===== config.mk =====
export PLATFORM = sky130hd
export DESIGN_NAME = dmem_sram_bridge
export DESIGN_NICKNAME = d
export VERILOG_FILES = /design/src/rtl/dmem_sram_bridge.sv
export SDC_FILE = /design/constraint.sdc
export NUM_CORES = 1
export LEC_CHECK = 0
export CAP_MARGIN = 25
export CORE_MARGIN = 2
export CORE_UTILIZATION = 47
export DETAILED_ROUTE_END_ITERATION = 10
export PLACE_DENSITY = 0.86
export SYNTH_ARGS = -nofsm -noshare
export SYNTH_HDL_FRONTEND = slang
export SYNTH_SLANG_ARGS = --single-unit

===== constraint.sdc =====
create_clock -name clk -period 3.02 [get_ports clk]
set_clock_uncertainty 0.1 [all_clocks]
set_input_delay 0.604 -clock clk [delete_from_list [all_inputs] [get_ports clk]]
set_output_delay 0.604 -clock clk [all_outputs]
set_load 0.03 [all_outputs]

===== src/rtl/dmem_sram_bridge.sv =====
// dmem_sram_bridge
//   Bridges the CPU memory stage (byte-enable load/store interface) onto an
//   SRAM-like request/handshake bus with one transaction in flight at a time.
//
//   Ports
//     clk, rst            clock, synchronous active-low reset
//     cpu_ren/cpu_wen     memory-stage read/write byte enables
//     cpu_size/addr/wdata access size, effective address, lane-aligned store data
//     cpu_flush           exception flush of the memory stage
//     cpu_ext_stall       pipeline held by another source
//     cpu_rdata/cpu_stall load data and hold request back to the pipeline
//     data_*              bus side: req/wr/size/addr/wstrb/wdata out,
//                         addr_ok/data_ok/rdata in
module dmem_sram_bridge (
  input  logic        clk,
  input  logic        rst,
  input  logic [3:0]  cpu_ren,
  input  logic [3:0]  cpu_wen,
  input  logic [1:0]  cpu_size,
  input  logic [31:0] cpu_addr,
  input  logic [31:0] cpu_wdata,
  input  logic        cpu_flush,
  input  logic        cpu_ext_stall,
  output logic [31:0] cpu_rdata,
  output logic        cpu_stall,
  output logic        data_req,
  output logic        data_wr,
  output logic [1:0]  data_size,
  output logic [31:0] data_addr,
  output logic [3:0]  data_wstrb,
  output logic [31:0] data_wdata,
  input  logic        data_addr_ok,
  input  logic        data_data_ok,
  input  logic [31:0] data_rdata
);

  typedef enum logic [1:0] {IDLE, ADDR, DATA, DONE} state_t;

  typedef struct packed {
    logic        wr;
    logic [1:0]  size;
    logic [31:0] addr;
    logic [3:0]  strb;
    logic [31:0] wdata;
  } busReq_t;

  state_t      state, nextState;
  busReq_t     curReq, latReq;
  logic [31:0] rdataR;
  logic        cancel;
  logic        access, issue, complete;

  assign access   = (|cpu_ren) | (|cpu_wen);
  // A flushed instruction never starts a bus access from IDLE.
  assign issue    = (state == IDLE) & access & ~cpu_flush;
  assign complete = (state == DATA) & data_data_ok;

  assign curReq = '{wr: |cpu_wen, size: cpu_size, addr: cpu_addr,
                    strb: cpu_wen, wdata: cpu_wdata};

  // State register
  always_ff @(posedge clk) begin
    if (!rst) state <= IDLE;
    else      state <= nextState;
  end

  // Next-state logic
  always_comb begin
    nextState = state;
    case (state)
      IDLE: if (issue)         nextState = data_addr_ok ? DATA : ADDR;
      ADDR: if (data_addr_ok)  nextState = DATA;
      DATA: if (data_data_ok)  nextState = cpu_ext_stall ? DONE : IDLE;
      DONE: if (!cpu_ext_stall) nextState = IDLE;
      default:                 nextState = IDLE;
    endcase
  end

  // Outputs. IDLE presents the live CPU request so a zero-wait slave can
  // accept it in the same cycle; later states replay the latched copy so the
  // fields stay stable even if the pipeline inputs move.
  always_comb begin
    data_req   = 1'b0;
    cpu_stall  = 1'b0;
    data_wr    = latReq.wr;
    data_size  = latReq.size;
    data_addr  = latReq.addr;
    data_wstrb = latReq.strb;
    data_wdata = latReq.wdata;
    case (state)
      IDLE: begin
        data_req   = issue;
        cpu_stall  = issue;
        data_wr    = curReq.wr;
        data_size  = curReq.size;
        data_addr  = curReq.addr;
        data_wstrb = curReq.strb;
        data_wdata = curReq.wdata;
      end
      ADDR: begin
        data_req  = 1'b1;
        cpu_stall = 1'b1;
      end
      DATA:    cpu_stall = ~data_data_ok;
      default: cpu_stall = 1'b0;
    endcase
    cpu_rdata = complete ? data_rdata : rdataR;
    if (!rst) begin
      data_req  = 1'b0;
      cpu_stall = 1'b0;
      cpu_rdata = 32'b0;
    end
  end

  // Request latch, returned-data hold and flush cancel.
  // A flush after the request left IDLE cannot retract it from the slave, so
  // the transaction runs to completion and only its result is dropped.
  always_ff @(posedge clk) begin
    if (!rst) begin
      latReq <= '0;
      rdataR <= 32'b0;
      cancel <= 1'b0;
    end else begin
      if (issue) latReq <= curReq;
      if (complete) begin
        if (!(cancel | cpu_flush)) rdataR <= data_rdata;
        cancel <= 1'b0;
      end else if ((state == ADDR || state == DATA) && cpu_flush) begin
        cancel <= 1'b1;
      end
    end
  end

endmodule


* Word level (Yosys, flattened, before mapping)
Cells that the tools add are included.
** Storage, ports and cells
- Input bits :: 112
- Output and inout bits :: 105
- Logic and storage cells :: 50
- Register bits :: 106
** Operators by class
- Eq/ne operators :: 7
- Reduce and logical (&&, ||, !) cells :: 8
- Mux-type cells :: 18
- Bitwise logic cells :: 9
** Operators with widths (count)
- $mux W32 :: 4
- $mux W2 :: 7
- $ne A2 B2 Y1 const B :: 4
- $pmux W2 S4 :: 1
- $reduce_or A4 Y1 :: 2
- $eq A2 B2 Y1 const B :: 2
- $mux W4 :: 1
- $not A1 Y1 :: 4
- $reduce_and A4 Y1 :: 1
- $and A1 B1 Y1 :: 3
- $mux W1 :: 3
- $pmux W1 S3 :: 1
- $eq A2 B1 Y1 const B :: 1
- $logic_not A2 Y1 :: 1
- $or A1 B1 Y1 :: 2
- $pmux W1 S2 :: 1
- $reduce_and A2 Y1 :: 1
- $reduce_or A2 Y1 :: 1
- $logic_and A1 B1 Y1 :: 1
- $logic_or A1 B1 Y1 :: 1

* Logic depth before layout (Yosys ltp)
Gate-level depths: netlist (run 1).
- Word-level depth :: 6
- Depth in mapped cells :: 9
- Mapped depth without buffers :: 6

* Worst setup path after synthesis (run 1)
OpenSTA, ideal clock, no wires.
- Path type :: input port to output port
- Start point :: input cpu_flush
- End point :: output cpu_stall
- Path buffers :: 1
- Data required time :: 2316 ps
- Path slack :: 356 ps
- Stages on the path :: 5
- Data arrival time :: 1960 ps
- Cells stage by stage :: nand2b_1 a21oi_2 buf_6 nor3_1 nor3b_1
** Between the ends
- Longest elaborated chain between the ends :: 4
** Ends and longest elaborated chain
- from (decl) :: RTL line 22 : input logic cpu_flush,
- $not A1 Y1 :: RTL line 55 : assign issue = (state == IDLE) & access & ~cpu_flush;
- $and A1 B1 Y1 :: RTL line 55
- $pmux W1 S3 :: RTL line 90 : case (state)
- $mux W1 :: RTL line 108 : if (!rst) begin
- to (decl) :: RTL line 25 : output logic cpu_stall,
No other way between the ends.

* Worst setup path in the final report (run 1)
- Start point :: register state[0]
- End point :: output data_wdata[23]
** Between the ends
- Longest elaborated chain between the ends :: 2
** Ends and longest elaborated chain
- from (decl) :: RTL line 47 : state_t state, nextState;
- from (signal assigned) :: RTL line 64 : else state <= nextState;
- $logic_not A2 Y1 :: RTL line 90
- $mux W32 :: RTL line 90
- to (decl) :: RTL line 31 : output logic [31:0] data_wdata,
No other way between the ends.

==> flow_metrics.env, run 1 <==
export IMPL_ff2ff_setup_slack_ns=0.87
export IMPL_antenna_found_initial=0
export IMPL_synth_area_leaders="dfxtp_1 (39%), mux2_2 (14%), nand2_1 (14%)"
export IMPL_netSwitchingPower_mw=2.760
export IMPL_die_y_um=111.6
export IMPL_grt_max_degree=129
export IMPL_numClockSinks=106
export IMPL_portBuffers=216
export IMPL_die_w_um=111.6
export IMPL_htreeDepth=3
export IMPL_comb_power_share_pct=56.2
export IMPL_first_pass_iters=4
export IMPL_drtAntennaViolNets=0
export IMPL_ioPinCount=217
export IMPL_cts_buffers_inserted=9
export IMPL_synth_area_leader_cell="dfxtp_1"
export IMPL_cp_max_fo=20
export IMPL_grt_pass1_vias=4847
export IMPL_gp_congestion=0.7750
export IMPL_fin_nets=980
export IMPL_grt_total_usage_pct=21.95
export IMPL_synth_most_common_cell="nand2_1"
export IMPL_met1_length_um=6249
export IMPL_synth_nets=799
export IMPL_slew_headroom_pct=56.30
export IMPL_ys_types=29
export IMPL_start_util_pct=47.88
export IMPL_wl_met3_um=985
export IMPL_fin_area_um2=8028
export IMPL_power_density_nw_per_um2=854.6
export IMPL_worst_slew_pin_slew_ns=0.6555
export IMPL_area_delta_synth_final_pct=47.46
export IMPL_holdBufCountCts=0
export IMPL_route_vias_total=5300
export IMPL_ys_top_cells_by_count="nand2_1 (205), dfxtp_1 (106), nand3_1 (73), mux2_2 (70), o21ai_0 (63)"
export IMPL_yosysWarnings=0
export IMPL_final_hold_violation_count=0
export IMPL_postCtsSetupBuffers=0
export IMPL_period_needed_ns=2.929
export IMPL_power_share_switching_pct=40.24
export IMPL_wl_per_cell_um=14.31
export IMPL_cts_reportedPaths_clkPinSlew_ns=0.07
export IMPL_cp_start_kind="flop"
export IMPL_diodes=0
export IMPL_power_frac_clock_pct=18.5
export IMPL_dpl_cell_area_um2=7567
export IMPL_clockBufferDepth=2
export IMPL_cts_root_buf="clkbuf_16"
export IMPL_n_fill_cell=885
export IMPL_clk_latency_ns=0.33
export IMPL_totalWireLength_um=14450
export IMPL_ys_flop_type="dfxtp_1"
export IMPL_required_ns=2.32
export IMPL_syn_area_per_cell_um2=7.982
export IMPL_outcome="finished clean"
export IMPL_max_clock_freq_mhz=341.5
export IMPL_synthArstFlopShare_pct=0
export IMPL_drive_gt1_share_pct=16.03
export IMPL_synth_ff_latch_count=106
export IMPL_synth_edf_count=0
export IMPL_leakage_nw=3.337
export IMPL_slowest_stage="clkdlybuf4s50_1"
export IMPL_end_kind="output port"
export IMPL_drv_slew=0
export IMPL_critPathKind="flop to output port"
export IMPL_grt_ovfl_total=0
export IMPL_tns_ns=0
export IMPL_cap_violations=0
export IMPL_avgViaCountPerCell=5.248
export IMPL_die_area_um2=12460
export IMPL_synth_seq_area_share_pct=38.98
export IMPL_row_count=39
export IMPL_dp_final_hpwl_um=9600
export IMPL_grt_pass1_wl_um=22990
export IMPL_seqPwrFrac_pct=25.4
export IMPL_critPathArrivalTime_ns=2.22
export IMPL_drc=0
export IMPL_hold_class="flop to flop"
export IMPL_top_layer="met4"
export IMPL_period_share_pct=96.97
export IMPL_wl_met2_um=6967
export IMPL_cpPeakStageDelay_ns=0.59
export IMPL_cts_tree="done"
export IMPL_setup_viol=0
export IMPL_drt_iter0_drc=347
export IMPL_core_area_um2=11370
export IMPL_crit_chain="inv_1 -> ha_4 -> buf_6 -> mux2_2 -> clkdlybuf4s50_1"
export IMPL_vdd_drop_max_mv=0.5920
export IMPL_p_int_mw=4.100
export IMPL_holdWs_ns=0.3487
export IMPL_synthCells=682
export IMPL_synth_top_area_share_pct=38.98
export IMPL_syn_area_um2=5444
==> power by group through the flow <==
stage / registers (mW) / clock network [mW] / logic, mW
after global placement: 1.76 / 0 / 3.78
after global routing: 1.77 / 1.35 / 4.09
final: 1.74 / 1.27 / 3.85
after CTS: 1.74 / 1.29 / 3.84
after detailed placement: 1.77 / 0 / 3.81
after floorplan: 1.73 / 0 / 2.55
==> state kept, by name, summed over array words and instances (netlist names) <==
name / count
rdataR: 32
latReq: 71
state: 2
cancel: 1
==> cell type report <==
cell class	count	area, um2	area share, %
multi-input combinational	512	3027	37.70
timing repair buffer	231	2369	29.50
sequential	106	2122	26.43
clock buffer	13	260.3	3.242
tap	143	178.9	2.229
clock inverter	2	60.06	0.7481
inverter	3	11.26	0.1403
==> critical path: cells and delay by family (launching register included) <==
| family | cells | cell delay (ns) |
|---|---|---|
| flip-flops | 1 | 0.35 |
| adder cells (fa/ha/maj) | 1 | 0.21 |
| buffers and inverters | 3 | 0.95 |
| multiplexers | 1 | 0.37 |
==> final timing paths <==
path / depth (start not counted) / end / startpoint
setup / recovery: 5 / data_wdata[23] / state[0]
hold / removal: 2 / latReq[25] / latReq[25]
setup reg to reg: 8 / latReq[69] / state[0]
hold reg to reg: 2 / latReq[25] / latReq[25]
==> stage by stage <==
stage / setup WS [ns] / utilization, % / instances / total power, mW
2_1_floorplan: 0.3561 / - / 682 / 4.281
3_3_place_gp: 0.1425 / 66.56 / 994 / 5.539
3_5_place_dp: 0.1177 / 66.56 / 994 / 5.571
4_1_cts: 0.005599 / 69.43 / 1009 / 6.877
5_1_grt: -0.007922 / 70.61 / 1010 / 7.213
6_report: 0.09141 / 70.61 / 1010 / 6.860
==> cells in the final DEF, fill, tap and decap left out, drive strengths merged, types with 5 or more instances in the layout <==
cell / count
clkdlybuf4s50: 140
nand2: 205
o21ai: 73
dlymetal6s2s: 40
dfxtp: 106
ha: 5
a21boi: 64
buf: 49
nand3: 73
clkbuf: 14
mux2: 70
==> repair_timing <==
item | CTS | global route
gates cloned | 0 | 1
resized for setup | 2 | 42
endpoints found under the setup margin | 2 | 71
==> layer usage <==
metal | vias up | global-route usage [%]
met5 | - | 0
met4 | 0 | 7.737
met3 | 19 | 5.934
met2 | 156 | 36.32
met1 | 2461 | 27.66
li1 | 2664 | -
==> cell families (layout without fill, tap and decap cells) <==
family / Yosys count / count (layout) / synth area share, %
AO/OA/AOI/OAI: 143 / 143 / 16.25
buffers and inverters: 64 / 249 / 5.999
flip-flops: 106 / 106 / 38.98
multiplexers: 72 / 72 / 14.85
AND/OR/NAND/NOR: 292 / 292 / 22.78
adder cells (fa/ha/maj): 5 / 5 / 1.149
Power figures use the tool's default switching activity.
==> run 2, diff against run 1 <==
RECOVER_POWER = 25   (was not set)
==> run 2 against run 1 <==
  * Cell count is the same
  * Sequential cell count is the same
  * Maximum frequency is essentially flat
  * Critical path type unchanged
==> flow_metrics.env, run 2 (synthesized netlist as in run 1, its figures left out) <==
export IMPL_wl_per_cell_um=14.37
export IMPL_drv_slew=0
export IMPL_portBuffers=216
export IMPL_avgViaCountPerCell=5.219
export IMPL_slowest_stage="clkdlybuf4s50_1"
export IMPL_regMostFlops="latReq"
export IMPL_end_kind="output port"
export IMPL_slew_headroom_pct=14.52
export IMPL_totalWireLength_um=14510
export IMPL_clockBufferDepth=2
export IMPL_largest_reg_flops=71
export IMPL_max_clock_freq_mhz=341.5
export IMPL_power_mw=6.844
export IMPL_period_share_pct=96.97
export IMPL_drtAntennaViolNets=0
export IMPL_timing_final_ws_setup_ns=0.09149
export IMPL_cts_root_buf="clkbuf_16"
export IMPL_hold_class="flop to flop"
export IMPL_die_area_um2=12460
export IMPL_critPathKind="flop to output port"
export IMPL_mostFrequentLayoutCells="nand2_1 (205), clkdlybuf4s50_1 (140), dfxtp_1 (106), nand3_1 (73), mux2_2 (70)"
export IMPL_gp_congestion=0.7750
export IMPL_dp_final_hpwl_um=9600
export IMPL_antenna_found_initial=0
export IMPL_ioPinCount=217
export IMPL_required_ns=2.32
export IMPL_worst_slew_pin_slew_ns=1.282
export IMPL_vdd_drop_max_mv=0.5926
export IMPL_drc=0
export IMPL_crit_buf_inv=3
export IMPL_grt_ovfl_total=0
export IMPL_holdBufCountCts=0
export IMPL_final_hold_violation_count=0
export IMPL_pre_cts_slack_ns=0.1177
export IMPL_numClockSinks=106
export IMPL_leakage_nw=3.319
export IMPL_core_area_um2=11370
export IMPL_cts_buffers_inserted=9
export IMPL_setup_viol=0
export IMPL_die_y_um=111.6
export IMPL_cts_tree="done"
export IMPL_start_util_pct=47.88
export IMPL_final_util_pct=70.36
export IMPL_cpPeakStageDelay_ns=0.60
export IMPL_route_vias_total=5271
export IMPL_grt_total_usage_pct=21.95
export IMPL_fin_nets=980
export IMPL_first_pass_iters=4
export IMPL_cts_reportedPaths_clkPinSlew_ns=0.07
export IMPL_row_count=39
export IMPL_holdWs_ns=0.3487
export IMPL_top_regs="latReq (71), rdataR (32), state (2)"
export IMPL_diodes=0
export IMPL_cp_max_fo=29
export IMPL_htreeDepth=3
export IMPL_outcome="finished clean"
export IMPL_drt_iter0_drc=343
export IMPL_period_needed_ns=2.929
export IMPL_cp_start_kind="flop"
export IMPL_clk_latency_ns=0.33
export IMPL_final_common_cell="nand2_1"
export IMPL_grt_pass1_vias=4847
export IMPL_power_density_nw_per_um2=855.5
export IMPL_crit_family="buffers and inverters"
export IMPL_grt_pass1_wl_um=22990
export IMPL_die_w_um=111.6
export IMPL_crit_chain="inv_1 -> ha_4 -> buf_16 -> mux2_2 -> clkdlybuf4s50_1"
export IMPL_critPathArrivalTime_ns=2.22
export IMPL_cap_violations=0
export IMPL_tns_ns=0
export IMPL_grt_max_degree=129
export IMPL_postCtsSetupBuffers=0
export IMPL_drive_gt1_share_pct=15.92
export IMPL_area_delta_synth_final_pct=46.95
## run 2: layout make-up
class,count,area [um2]
Tap cell,143,178.9
Fill cell,889,3369
Multi-Input combinational cell,512,3027
Timing Repair Buffer,231,2341
Clock buffer,13,260.3
Clock inverter,2,60.06
Inverter,3,11.26
Sequential cell,106,2122
## run 2: power by group
group / internal, mW / switching, mW / total, mW
Clock: 0.769 / 0.502 / 1.27
Combinational: 1.69 / 2.14 / 3.83
Sequential: 1.62 / 0.119 / 1.74
## run 2: worst paths after layout
| check | start | endpoint | slack (ns) | depth (start not counted) |
|---|---|---|---|---|
| worst min register to register | latReq[25] | latReq[25] | 0.35 | 2 |
| worst max-delay path | state[0] | data_addr[0] | 0.09 | 5 |
| worst max register to register | state[0] | latReq[44] | 0.31 | 7 |
| worst min-delay path | latReq[25] | latReq[25] | 0.35 | 2 |
## run 2: worst min-delay path, delay by kind of cell, from the launching register on
kind	cells	cell delay [ns]
DFF	1	0.31
and+or+nand+nor	1	0.05
AOI/OAI and AO/OA	1	0.05
## run 2: metrics by stage
stage	instance area, um2	instances
after global routing	8000	1010
after floorplan	5444	682
after global placement	7567	994
after CTS	7894	1009
after detailed placement	7567	994
final	8000	1010
## run 2: per-layer routing
layer | global-route usage (%) | share of wire (%) | vias up
met5 | 0 | 0 | -
met2 | 36.32 | 48 | 152
li1 | - | - | 2671
met1 | 27.66 | 44 | 2430
met4 | 7.737 | 1.7 | 0
met3 | 5.934 | 6.5 | 18
## run 2: repair_timing
| action | 4_1_cts | 5_1_grt |
|---|---|---|
| setup endpoints to repair | 2 | 71 |
| hold endpoints to repair | 0 | 0 |
| gates resized for setup | 2 | 42 |
| gates cloned | 0 | 1 |
